## config.mk

```make
export PLATFORM = sky130hd
export DESIGN_NAME = ps2_kbd_init_seq
export DESIGN_NICKNAME = d
export VERILOG_FILES = /design/src/rtl/ps2_kbd_pkg.sv /design/src/rtl/ps2_resp_timer.sv /design/src/rtl/ps2_kbd_init_seq.sv
export SDC_FILE = /design/constraint.sdc
export NUM_CORES = 1
export LEC_CHECK = 0
export CORE_ASPECT_RATIO = 1.1
export CORE_MARGIN = 8
export CORE_UTILIZATION = 30
export CTS_CLUSTER_DIAMETER = 40
export DETAILED_ROUTE_END_ITERATION = 7
export GPL_TIMING_DRIVEN = 0
export PLACE_DENSITY_LB_ADDON = 0.2
export SLEW_MARGIN = 20
export SYNTH_ARGS = -nofsm -noshare
export SYNTH_HDL_FRONTEND = slang
export SYNTH_SLANG_ARGS = --single-unit
```

## constraint.sdc

```tcl
create_clock -name clock -period 7.2 [get_ports clock]
set_clock_uncertainty 0.05 [all_clocks]
set_input_delay 1.8 -clock clock [delete_from_list [all_inputs] [get_ports clock]]
set_output_delay 1.8 -clock clock [all_outputs]
set_load 0.05 [all_outputs]
```

## src/rtl/ps2_kbd_pkg.sv

```systemverilog
// Shared constants, step encoding and FSM state type for the PS/2 keyboard init sequencer.
package ps2_kbd_pkg;

   localparam logic [7:0] CMD_RESET     = 8'hFF;
   localparam logic [7:0] CMD_TYPEMATIC = 8'hF3;
   localparam logic [7:0] CMD_LED       = 8'hED;
   localparam logic [7:0] CMD_ECHO      = 8'hEE;

   localparam logic [7:0] RSP_ACK      = 8'hFA;
   localparam logic [7:0] RSP_RESEND   = 8'hFE;
   localparam logic [7:0] RSP_BAT_OK   = 8'hAA;
   localparam logic [7:0] RSP_BAT_FAIL = 8'hFC;

   localparam int unsigned TimerWidth = 26;

   typedef logic [2:0] step_t;

   localparam step_t StepReset     = 3'd0;
   localparam step_t StepTypematic = 3'd1;
   localparam step_t StepTypArg    = 3'd2;
   localparam step_t StepLed       = 3'd3;
   localparam step_t StepLedMask   = 3'd4;
   localparam step_t StepEcho      = 3'd5;

   typedef enum logic [2:0] {
      StStart,
      StSend,
      StWaitSent,
      StWaitAck,
      StWaitBat,
      StRetry,
      StReady,
      StError
   } state_e;

   typedef enum logic {
      LimResp,
      LimBat
   } limit_sel_e;

   function automatic logic [7:0] step_byte(step_t step, logic [7:0] typ_arg, logic [2:0] mask);
      logic [7:0] b;
      unique case (step)
         StepReset:     b = CMD_RESET;
         StepTypematic: b = CMD_TYPEMATIC;
         StepTypArg:    b = typ_arg;
         StepLed:       b = CMD_LED;
         StepLedMask:   b = {5'b0, mask};
         StepEcho:      b = CMD_ECHO;
         default:       b = 8'h00;
      endcase
      return b;
   endfunction

endpackage

```

## src/rtl/ps2_resp_timer.sv

```systemverilog
// Saturating response timer with a selectable limit (ACK response or BAT completion).
module ps2_resp_timer
   import ps2_kbd_pkg::*;
#(
   parameter int unsigned RespLimit = 2500000,
   parameter int unsigned BatLimit  = 50000000
) (
   input  logic       clock,
   input  logic       resetn,
   input  logic       clear_i,
   input  limit_sel_e limit_sel_i,
   output logic       expired_o
);

   logic [TimerWidth-1:0] cnt_q, cnt_d;
   logic [TimerWidth-1:0] limit;

   always_comb begin
      cnt_d = cnt_q;
      if (clear_i) begin
         cnt_d = '0;
      end else if (cnt_q != '1) begin
         cnt_d = cnt_q + 1'b1;
      end
   end

   always_ff @(posedge clock) begin
      if (!resetn) begin
         cnt_q <= '0;
      end else begin
         cnt_q <= cnt_d;
      end
   end

   assign limit     = (limit_sel_i == LimBat) ? TimerWidth'(BatLimit) : TimerWidth'(RespLimit);
   assign expired_o = (cnt_q >= limit);

endmodule

```

## src/rtl/ps2_kbd_init_seq.sv

```systemverilog
// Keyboard init/LED command sequencer with scan-byte forwarding once configured.
// Optional echo probe before the reset command: define KBD_ECHO_PROBE_EN.
module ps2_kbd_init_seq
   import ps2_kbd_pkg::*;
#(
   parameter int unsigned RESP_TIMEOUT  = 2500000,
   parameter int unsigned BAT_TIMEOUT   = 50000000,
   parameter int unsigned MAX_RETRY     = 3,
   parameter logic [7:0]  TYPEMATIC_ARG = 8'h20
) (
   input  logic       clock,
   input  logic       resetn,
   output logic [7:0] cmd_out_o,
   output logic       cmd_send_o,
   input  logic       cmd_sent_i,
   input  logic       cmd_timeout_i,
   input  logic [7:0] rx_data_i,
   input  logic       rx_valid_i,
   input  logic [2:0] led_mask_i,
   input  logic       led_update_i,
   output logic [7:0] scan_data_o,
   output logic       scan_valid_o,
   output logic       ready_o,
   output logic       init_error_o,
   output logic       busy_o
);

   localparam logic [1:0] MaxRetry = 2'(MAX_RETRY);

`ifdef KBD_ECHO_PROBE_EN
   localparam step_t StartStep = StepEcho;
`else
   localparam step_t StartStep = StepReset;
`endif

   state_e     state_q, state_d;
   step_t      step_q, step_d;
   logic [1:0] retry_q, retry_d;
   logic [7:0] cmd_q, cmd_d;
   logic [2:0] mask_q, mask_d;
   logic       pending_q, pending_d;
   logic [7:0] scan_data_q, scan_data_d;
   logic       scan_valid_q, scan_valid_d;
   logic       timer_expired;
   logic       step_led_issue;

   assign step_led_issue = (state_q == StSend) && (step_q == StepLed);

   ps2_resp_timer #(
      .RespLimit (RESP_TIMEOUT),
      .BatLimit  (BAT_TIMEOUT)
   ) u_timer (
      .clock       (clock),
      .resetn      (resetn),
      .clear_i     (state_d != state_q),
      .limit_sel_i ((state_q == StWaitBat) ? LimBat : LimResp),
      .expired_o   (timer_expired)
   );

   always_ff @(posedge clock) begin
      if (!resetn) begin
         state_q      <= StStart;
         step_q       <= StepReset;
         retry_q      <= '0;
         cmd_q        <= 8'h00;
         mask_q       <= '0;
         pending_q    <= 1'b0;
         scan_data_q  <= 8'h00;
         scan_valid_q <= 1'b0;
      end else begin
         state_q      <= state_d;
         step_q       <= step_d;
         retry_q      <= retry_d;
         cmd_q        <= cmd_d;
         mask_q       <= mask_d;
         pending_q    <= pending_d;
         scan_data_q  <= scan_data_d;
         scan_valid_q <= scan_valid_d;
      end
   end

   always_comb begin
      state_d = state_q;
      step_d  = step_q;
      retry_d = retry_q;
      unique case (state_q)
         StStart: begin
            step_d  = StartStep;
            retry_d = '0;
            state_d = StSend;
         end
         StSend: state_d = StWaitSent;
         StWaitSent: begin
            if (cmd_sent_i) begin
               state_d = StWaitAck;
            end else if (cmd_timeout_i) begin
               state_d = StRetry;
            end
         end
         StWaitAck: begin
`ifdef KBD_ECHO_PROBE_EN
            if (step_q == StepEcho) begin
               if (rx_valid_i && rx_data_i == CMD_ECHO) begin
                  retry_d = '0;
                  step_d  = StepReset;
                  state_d = StSend;
               end else if (rx_valid_i || timer_expired) begin
                  state_d = StRetry;
               end
            end else
`endif
            if (rx_valid_i && rx_data_i == RSP_ACK) begin
               retry_d = '0;
               if (step_q == StepReset) begin
                  state_d = StWaitBat;
               end else if (step_q == StepLedMask) begin
                  state_d = StReady;
               end else begin
                  step_d  = step_t'(step_q + 3'd1);
                  state_d = StSend;
               end
            end else if (rx_valid_i && rx_data_i == RSP_RESEND) begin
               state_d = StRetry;
            end else if (timer_expired) begin
               state_d = StRetry;
            end
         end
         StWaitBat: begin
            if (rx_valid_i && rx_data_i == RSP_BAT_OK) begin
               step_d  = StepTypematic;
               state_d = StSend;
            end else if ((rx_valid_i && rx_data_i == RSP_BAT_FAIL) || timer_expired) begin
               step_d  = StepReset;
               state_d = StRetry;
            end
         end
         StRetry: begin
            if (retry_q == MaxRetry) begin
               state_d = StError;
            end else begin
               retry_d = retry_q + 2'd1;
               state_d = StSend;
            end
         end
         StReady: begin
            if (led_update_i || pending_q) begin
               step_d  = StepLed;
               state_d = StSend;
            end
         end
         StError: state_d = StError;
         default: state_d = StStart;
      endcase
   end

   // Datapath: command byte is loaded on SEND entry so cmd_out is stable while cmd_send pulses.
   always_comb begin
      cmd_d        = cmd_q;
      mask_d       = mask_q;
      pending_d    = pending_q;
      scan_data_d  = scan_data_q;
      scan_valid_d = 1'b0;
      if (state_d == StSend && state_q != StSend) begin
         cmd_d = step_byte(step_d, TYPEMATIC_ARG, mask_q);
      end
      if (step_led_issue) begin
         mask_d    = led_mask_i;
         pending_d = 1'b0;
      end else if (led_update_i && state_q != StReady && state_q != StError) begin
         pending_d = 1'b1;
      end
      if (state_q == StReady && rx_valid_i) begin
         scan_data_d  = rx_data_i;
         scan_valid_d = 1'b1;
      end
   end

   always_comb begin
      cmd_send_o   = 1'b0;
      ready_o      = 1'b0;
      init_error_o = 1'b0;
      busy_o       = 1'b1;
      unique case (state_q)
         StSend: cmd_send_o = 1'b1;
         StReady: begin
            ready_o = 1'b1;
            busy_o  = 1'b0;
         end
         StError: begin
            init_error_o = 1'b1;
            busy_o       = 1'b0;
         end
         default: ;
      endcase
   end

   assign cmd_out_o    = cmd_q;
   assign scan_data_o  = scan_data_q;
   assign scan_valid_o = scan_valid_q;

endmodule

```

==> results.toml, run 1 <==
[setup_path]
cp.depth = 11
endpoint = "cmd_out_o[0]$_SDFFE_PN0P_"
cp.arrival_ps = 4890
critPathMaxFanout = 10
cp_common_cell = "nor3_1"
ff2ff_path_depth = 14
cpPeakStageDelay_ps = 760
end_kind = "flop"
crit_type = "primary input to flop"
start_kind = "primary input"
crit_family = "simple AND/OR/NAND/NOR gates"
ff2ff_setup_slack_ps = 3420
crit_chain = "clkdlybuf4s50_1, nand4b_1, nor3_1, and2_1, nor3_1, a221o_1, a41oi_1, buf_2, nand2_1, a221oi_2, o21a_1"
critPathBufInv = 2
r2r-end = "u_timer.cnt_q[2]$_SDFFE_PP0P_"
worst_path_max_delay_cell = "nor3_1"
crit_start = "rx_valid_i"
r2r-start = "state_q[2]$_SDFF_PN0_"
crit_required_ps = 7390

[global_route]
grt_max_degree = 17
antenna_found_initial = 0
grt_pass1_wl_um = 14030
grt_usage = 0.1174
grt_pass1_vias = 2842
overflow = 0

[floorplanning]
core_area_um2 = 10860
die_h_um = 126.2
fp.dieW_um = 116.2
rows = 40
start_util = 0.3048
io_pins = 38
fp.dieArea_um2 = 14660

[cts]
cts_tree = "built"
clk_path_buf_depth = 2
cts-buffers-inserted = 5
clk_pin_slew_ps = 70
clock_sinks = 54
h-tree-depth = 2
clock_latency_ps = 290
cts_resized = 0
cts_root_buf = "clkbuf_16"
post-cts-setup-buffers = 0
holdBufCountCts = 0

[layout]
final_cell_mix = "nor2_1 (54), dfxtp_1 (54), nand2_1 (45), clkdlybuf4s50_1 (37), nand3_1 (17)"
antenna_cells = 0
area_growth_pct = 21.05
nets = 485
fillers = 1160
drive_gt1_frac = 0.06167
instances_no_fill = 601

[drt]
vias = 2921
wire_per_inst_um = 14.06
drt_first_pass_iters = 4
routed_wl_um = 8449
ant_nets = 0
drt_first_iter_violations = 131
wl_met2_um = 3873
drc = 0
dr.max_layer_used = "met4"
dr_wl_met3_um = 493
m1WireLength_um = 3982
vias_per_cell = 4.860

[timing]
fin_crit_ps = 4696
finalSetupViolCount = 0
rsz0062_at_grt = "no"
fin_crit_sh = 0.6522
maxSlewViolCount = 0
hold_viol = 0
max_slew_margin = 0.3444
fmax_mhz = 213.0
tns_ps = 0
worst_slew_pin_slew_ps = 975.9

[pwr]
p_total_mw = 0.6794
p_sw_frac = 0.2854
power.density_nw_per_um2 = 169.5
vdd_ir_drop_max_v = 0.00008472
seq_power_share = 0.462
switchingPower_mw = 0.1939
combPwrFrac = 0.188
internal_power_mw = 0.4855
power.share.clock = 0.351
cellLeakagePower_nw = 1.393

[logic_synthesis]
synth_cells = 409
ys_types = 61
ys.flop_type = "dfxtp_1"
yosys_warnings = 0
synth_edf_count = 0
synthArstFlopShare = 0
synth_seq_cells = 54
synth_fp_nets = 441
syn_area_um2 = 3311
synth_area_per_cell_um2 = 8.095
synth_seq_area_share = 0.3265

[placement]
placedCellCount = 593
dp.final_hpwl_um = 6340
gp_routability_congestion = 0.7802
port_buffers = 37

[worst_hold_path]
holdPathStages = 2
hp-class = "flop to flop"

[flow_run]
maxCapViolations = 0

[run_status]
status = "finished, final reports clean"
[cell usage after synthesis, types with 3 or more instances]
| master | number | share of area |
|---|---|---|
| a21boi_0 | 8 | 0.018 |
| a21oi_1 | 13 | 0.020 |
| and2_1 | 11 | 0.021 |
| and3_1 | 10 | 0.019 |
| and4_1 | 3 | 0.0079 |
| and4b_1 | 3 | 0.0091 |
| buf_2 | 3 | 0.0045 |
| buf_6 | 5 | 0.017 |
| clkbuf_1 | 13 | 0.015 |
| dfxtp_1 | 54 | 0.33 |
| ha_1 | 15 | 0.057 |
| inv_1 | 14 | 0.016 |
| mux2i_1 | 6 | 0.018 |
| nand2_1 | 45 | 0.051 |
| nand2b_1 | 3 | 0.0057 |
| nand3_1 | 17 | 0.026 |
| nand3b_1 | 3 | 0.0068 |
| nand4_1 | 6 | 0.011 |
| nand4b_1 | 3 | 0.0079 |
| nor2_1 | 54 | 0.061 |
| nor2b_1 | 10 | 0.019 |
| nor3_1 | 12 | 0.018 |
| nor3b_1 | 4 | 0.0091 |
| o211ai_1 | 7 | 0.016 |
| o21a_1 | 4 | 0.0091 |
| o21ai_0 | 15 | 0.023 |
| o21ai_1 | 4 | 0.0060 |
| xnor2_1 | 8 | 0.021 |
| xor2_1 | 16 | 0.042 |
[routing by layer]
layer  vias up  global-route usage
met4         0             0.03820
li1       1526                   -
met3         7             0.02725
met1      1348              0.1478
met5         -                   0
met2        40              0.1914
[kinds of logic after synthesis]
family | synth area share
buffers and inverters | 0.05707
xor gates and xnor gates | 0.06349
DFF | 0.3265
adders and majority gates | 0.05669
and+or+nand+nor | 0.2974
AOI/OAI and AO/OA | 0.1807
muxes | 0.01814
[cell type report]
class	count	area (um^2)	share of cell area
Clock buffer	6	128.9	0.03216
Multi-Input combinational cell	318	2041	0.5092
Tap cell	147	183.9	0.04589
Sequential cell	54	1081	0.2697
Inverter	15	61.31	0.01530
Clock inverter	2	13.76	0.003434
Buffer	22	127.6	0.03185
Timing Repair Buffer	37	370.4	0.09241
[sequential cells by signal, indices dropped and copies added (netlist names)]
signal         count
retry_q            2
mask_q             3
step_q             3
pending_q          1
cmd_out_o          7
u_timer.cnt_q     26
scan_valid_o       1
scan_data_o        8
state_q            3
[worst min-delay path by stage]
stage | from | end | slack [ps]
floorplan | mask_q[0]$_SDFFE_PN0P_ | mask_q[0]$_SDFFE_PN0P_ | 430
global placement | cmd_out_o[1]$_SDFFE_PN0P_ | cmd_out_o[1]$_SDFFE_PN0P_ | 390
detailed placement | cmd_out_o[4]$_SDFFE_PN0P_ | cmd_out_o[4]$_SDFFE_PN0P_ | 390
CTS | cmd_out_o[4]$_SDFFE_PN0P_ | cmd_out_o[4]$_SDFFE_PN0P_ | 400
global route | cmd_out_o[4]$_SDFFE_PN0P_ | cmd_out_o[4]$_SDFFE_PN0P_ | 420
finish | cmd_out_o[4]$_SDFFE_PN0P_ | cmd_out_o[4]$_SDFFE_PN0P_ | 400
[power groups by stage]
stage / Combinational [mW] / Sequential [mW] / Clock [mW]
after detailed placement: 0.128 / 0.321 / 0
after floorplan: 0.0596 / 0.345 / 0
after CTS: 0.129 / 0.314 / 0.251
final: 0.127 / 0.314 / 0.238
after global routing: 0.137 / 0.315 / 0.262
after global placement: 0.127 / 0.320 / 0
[worst min-delay path, cell delays in order (launching register included)]
cell	delay, ps
dfxtp_1	310
nand2_1	50
a21boi_1	50
[per-stage QoR]
stage	hold slack, ps	utilization	worst slack [ps]	instance area (um^2)
after floorplan	432.5	-	3227	3311
after global placement	389.5	0.3559	2222	3865
after detailed placement	393.9	0.3559	2226	3865
after CTS	404.1	0.3690	2512	4008
after global routing	419.3	0.3690	2277	4008
final	399.7	0.3690	2504	4008
(Power assumes the default switching activity.)
==> run 2, diff against run 1 <==
==> constraint.sdc (replaced) <==
create_clock -name clock -period 4.35 [get_ports clock]
set_clock_uncertainty 0.05 [all_clocks]
set_input_delay 1.0875 -clock clock [delete_from_list [all_inputs] [get_ports clock]]
set_output_delay 1.0875 -clock clock [all_outputs]
set_load 0.05 [all_outputs]
==> results of run 2 <==
The final DEF is identical to that of run 1. Status: finished, final reports clean.
Main changes from that run: setup slack after placement 2226 ps -> 88.30 ps; setup slack after layout 2504 ps -> 366.8 ps; register-to-register setup slack 3420 ps -> 570 ps; total power 0.6794 mW -> 1.125 mW; worst IR drop on VDD 0.00008472 V -> 0.0001402 V
==> run 3, diff against run 2 <==
--- a/config.mk
+++ b/config.mk
@@ -12,6 +12,7 @@
 export DETAILED_ROUTE_END_ITERATION = 7
 export GPL_TIMING_DRIVEN = 0
 export PLACE_DENSITY_LB_ADDON = 0.2
+export RECOVER_POWER = 100
 export SLEW_MARGIN = 20
 export SYNTH_ARGS = -nofsm -noshare
 export SYNTH_HDL_FRONTEND = slang
==> results.toml, run 3 (same netlist as run 1, synthesis figures left out) <==
[cts]
cts-buffers-inserted = 5
post-cts-setup-buffers = 0
cts_tree = "built"
h-tree-depth = 2
clock_latency_ps = 290
cts_root_buf = "clkbuf_16"
cts_resized = 0
clk_pin_slew_ps = 70
clk_path_buf_depth = 2
holdBufCountCts = 0
clock_sinks = 54

[global_route]
overflow = 0
grt_pass1_wl_um = 14030
grt_max_degree = 17
grt_pass1_vias = 2842
antenna_found_initial = 0
grt_usage = 0.1174

[timing]
max_slew_margin = 0.3410
fmax_mhz = 247.3
fin_crit_ps = 4044
finalSetupViolCount = 0
rsz0062_at_grt = "no"
hold_ws_ps = 406.6
fin_crit_sh = 0.9296
worst_slew_pin_slew_ps = 980.9
maxSlewViolCount = 0
hold_viol = 0
layout_setup_ws_ps = 306.2
tns_ps = 0

[drt]
drt_first_iter_violations = 114
drc = 0
wire_per_inst_um = 14.02
drt_first_pass_iters = 4
vias = 2946
ant_nets = 0
vias_per_cell = 4.902
routed_wl_um = 8429

[layout]
antenna_cells = 0
drive_gt1_frac = 0.05727
final_cell_mix = "nor2_1 (54), dfxtp_1 (54), nand2_1 (45), dlygate4sd3_1 (22)"
seqCellArea_um2 = 1081
fillers = 1162
area_growth_pct = 20.67
nets = 485
max_flop_register = "u_timer.cnt_q"
instances_no_fill = 601
multiInputGateArea_um2 = 2036
largest_reg_flops = 26

[setup_path]
critPathMaxFanout = 10
worst_path_max_delay_cell = "nor3_1"
start_kind = "primary input"
crit_required_ps = 4540
endpoint = "cmd_out_o[0]$_SDFFE_PN0P_"
ff2ff_setup_slack_ps = 400
r2r-start = "state_q[2]$_SDFF_PN0_"
r2r-end = "u_timer.cnt_q[2]$_SDFFE_PP0P_"
cp.arrival_ps = 4240
cp_common_cell = "nor3_1"
cp.depth = 11
crit_family = "simple AND/OR/NAND/NOR gates"
critPathBufInv = 2
crit_chain = "clkdlybuf4s50_1, nand3b_1, nor3_1, and2_0, nor3_1, a221o_1, a41oi_1, buf_2, nand2_1, a221oi_2, o21a_1"
end_kind = "flop"
crit_start = "rx_data_i[0]"
ff2ff_path_depth = 14
crit_type = "primary input to flop"
cpPeakStageDelay_ps = 820

[pwr]
power.density_nw_per_um2 = 279.6
vdd_ir_drop_max_v = 0.0001400
cellLeakagePower_nw = 1.434

[run_status]
status = "finished, final reports clean"

[floorplanning]
core_area_um2 = 10860
io_pins = 38
die_h_um = 126.2
fp.dieArea_um2 = 14660
fp.dieW_um = 116.2
rows = 40
start_util = 0.3048

[flow_run]
maxCapViolations = 0

[worst_hold_path]
hp-class = "flop to flop"

[placement]
placedCellCount = 593
dp.final_hpwl_um = 6340
gp_routability_congestion = 0.7802
post-place-ws_ps = 88.30
port_buffers = 37
## run 3: cell type report
cell class              count  share of cell area
well taps                 147             0.04604
multi-input cells         318              0.5096
clock inverters             2            0.003445
clock buffers               6             0.03226
flip-flops and latches     54              0.2706
plain buffers              22             0.03007
inverters                  15             0.01535
repair buffers             37             0.09270
## run 3: worst min-delay path by stage
stage | to | depth (start not counted) | from | slack, ps
floorplan | mask_q[0]$_SDFFE_PN0P_ | 2 | mask_q[0]$_SDFFE_PN0P_ | 430
global placement | cmd_out_o[1]$_SDFFE_PN0P_ | 2 | cmd_out_o[1]$_SDFFE_PN0P_ | 390
detailed placement | cmd_out_o[4]$_SDFFE_PN0P_ | 2 | cmd_out_o[4]$_SDFFE_PN0P_ | 390
CTS | cmd_out_o[4]$_SDFFE_PN0P_ | 2 | cmd_out_o[4]$_SDFFE_PN0P_ | 400
global route | cmd_out_o[4]$_SDFFE_PN0P_ | 2 | cmd_out_o[4]$_SDFFE_PN0P_ | 430
finish | cmd_out_o[4]$_SDFFE_PN0P_ | 2 | cmd_out_o[4]$_SDFFE_PN0P_ | 410
## run 3: worst register-to-register path: cells and delay by family, from the launching register on
kind            cells  cell delay [ps]
flops               1              320
mux                 1              300
fa+ha+maj           1              300
simple gates        5             1100
compound gates      4             1280
buf+inv             3              530
## run 3: where the power goes
part / internal, mW / total, mW / switching [mW]
clock: 0.214 / 0.394 / 0.180
sequential: 0.511 / 0.519 / 0.00822
combinational: 0.0732 / 0.204 / 0.131
## run 3: per-layer routing
metal	vias to the layer above	GRT usage	wire [um]
li1	1524	-	-
met1	1360	0.1478	3932
met2	55	0.1914	3891
met3	7	0.02725	504
met4	0	0.03820	99
met5	-	0	0
## run 3: per-stage QoR
| stage | power, mW | area [um^2] | utilization |
|---|---|---|---|
| global placement | 0.7409 | 3865 | 0.3559 |
| CTS | 1.148 | 4008 | 0.3690 |
| detailed placement | 0.7426 | 3865 | 0.3559 |
| floorplan | 0.6688 | 3311 | - |
| finish | 1.117 | 3995 | 0.3679 |
| global route | 1.174 | 3995 | 0.3679 |
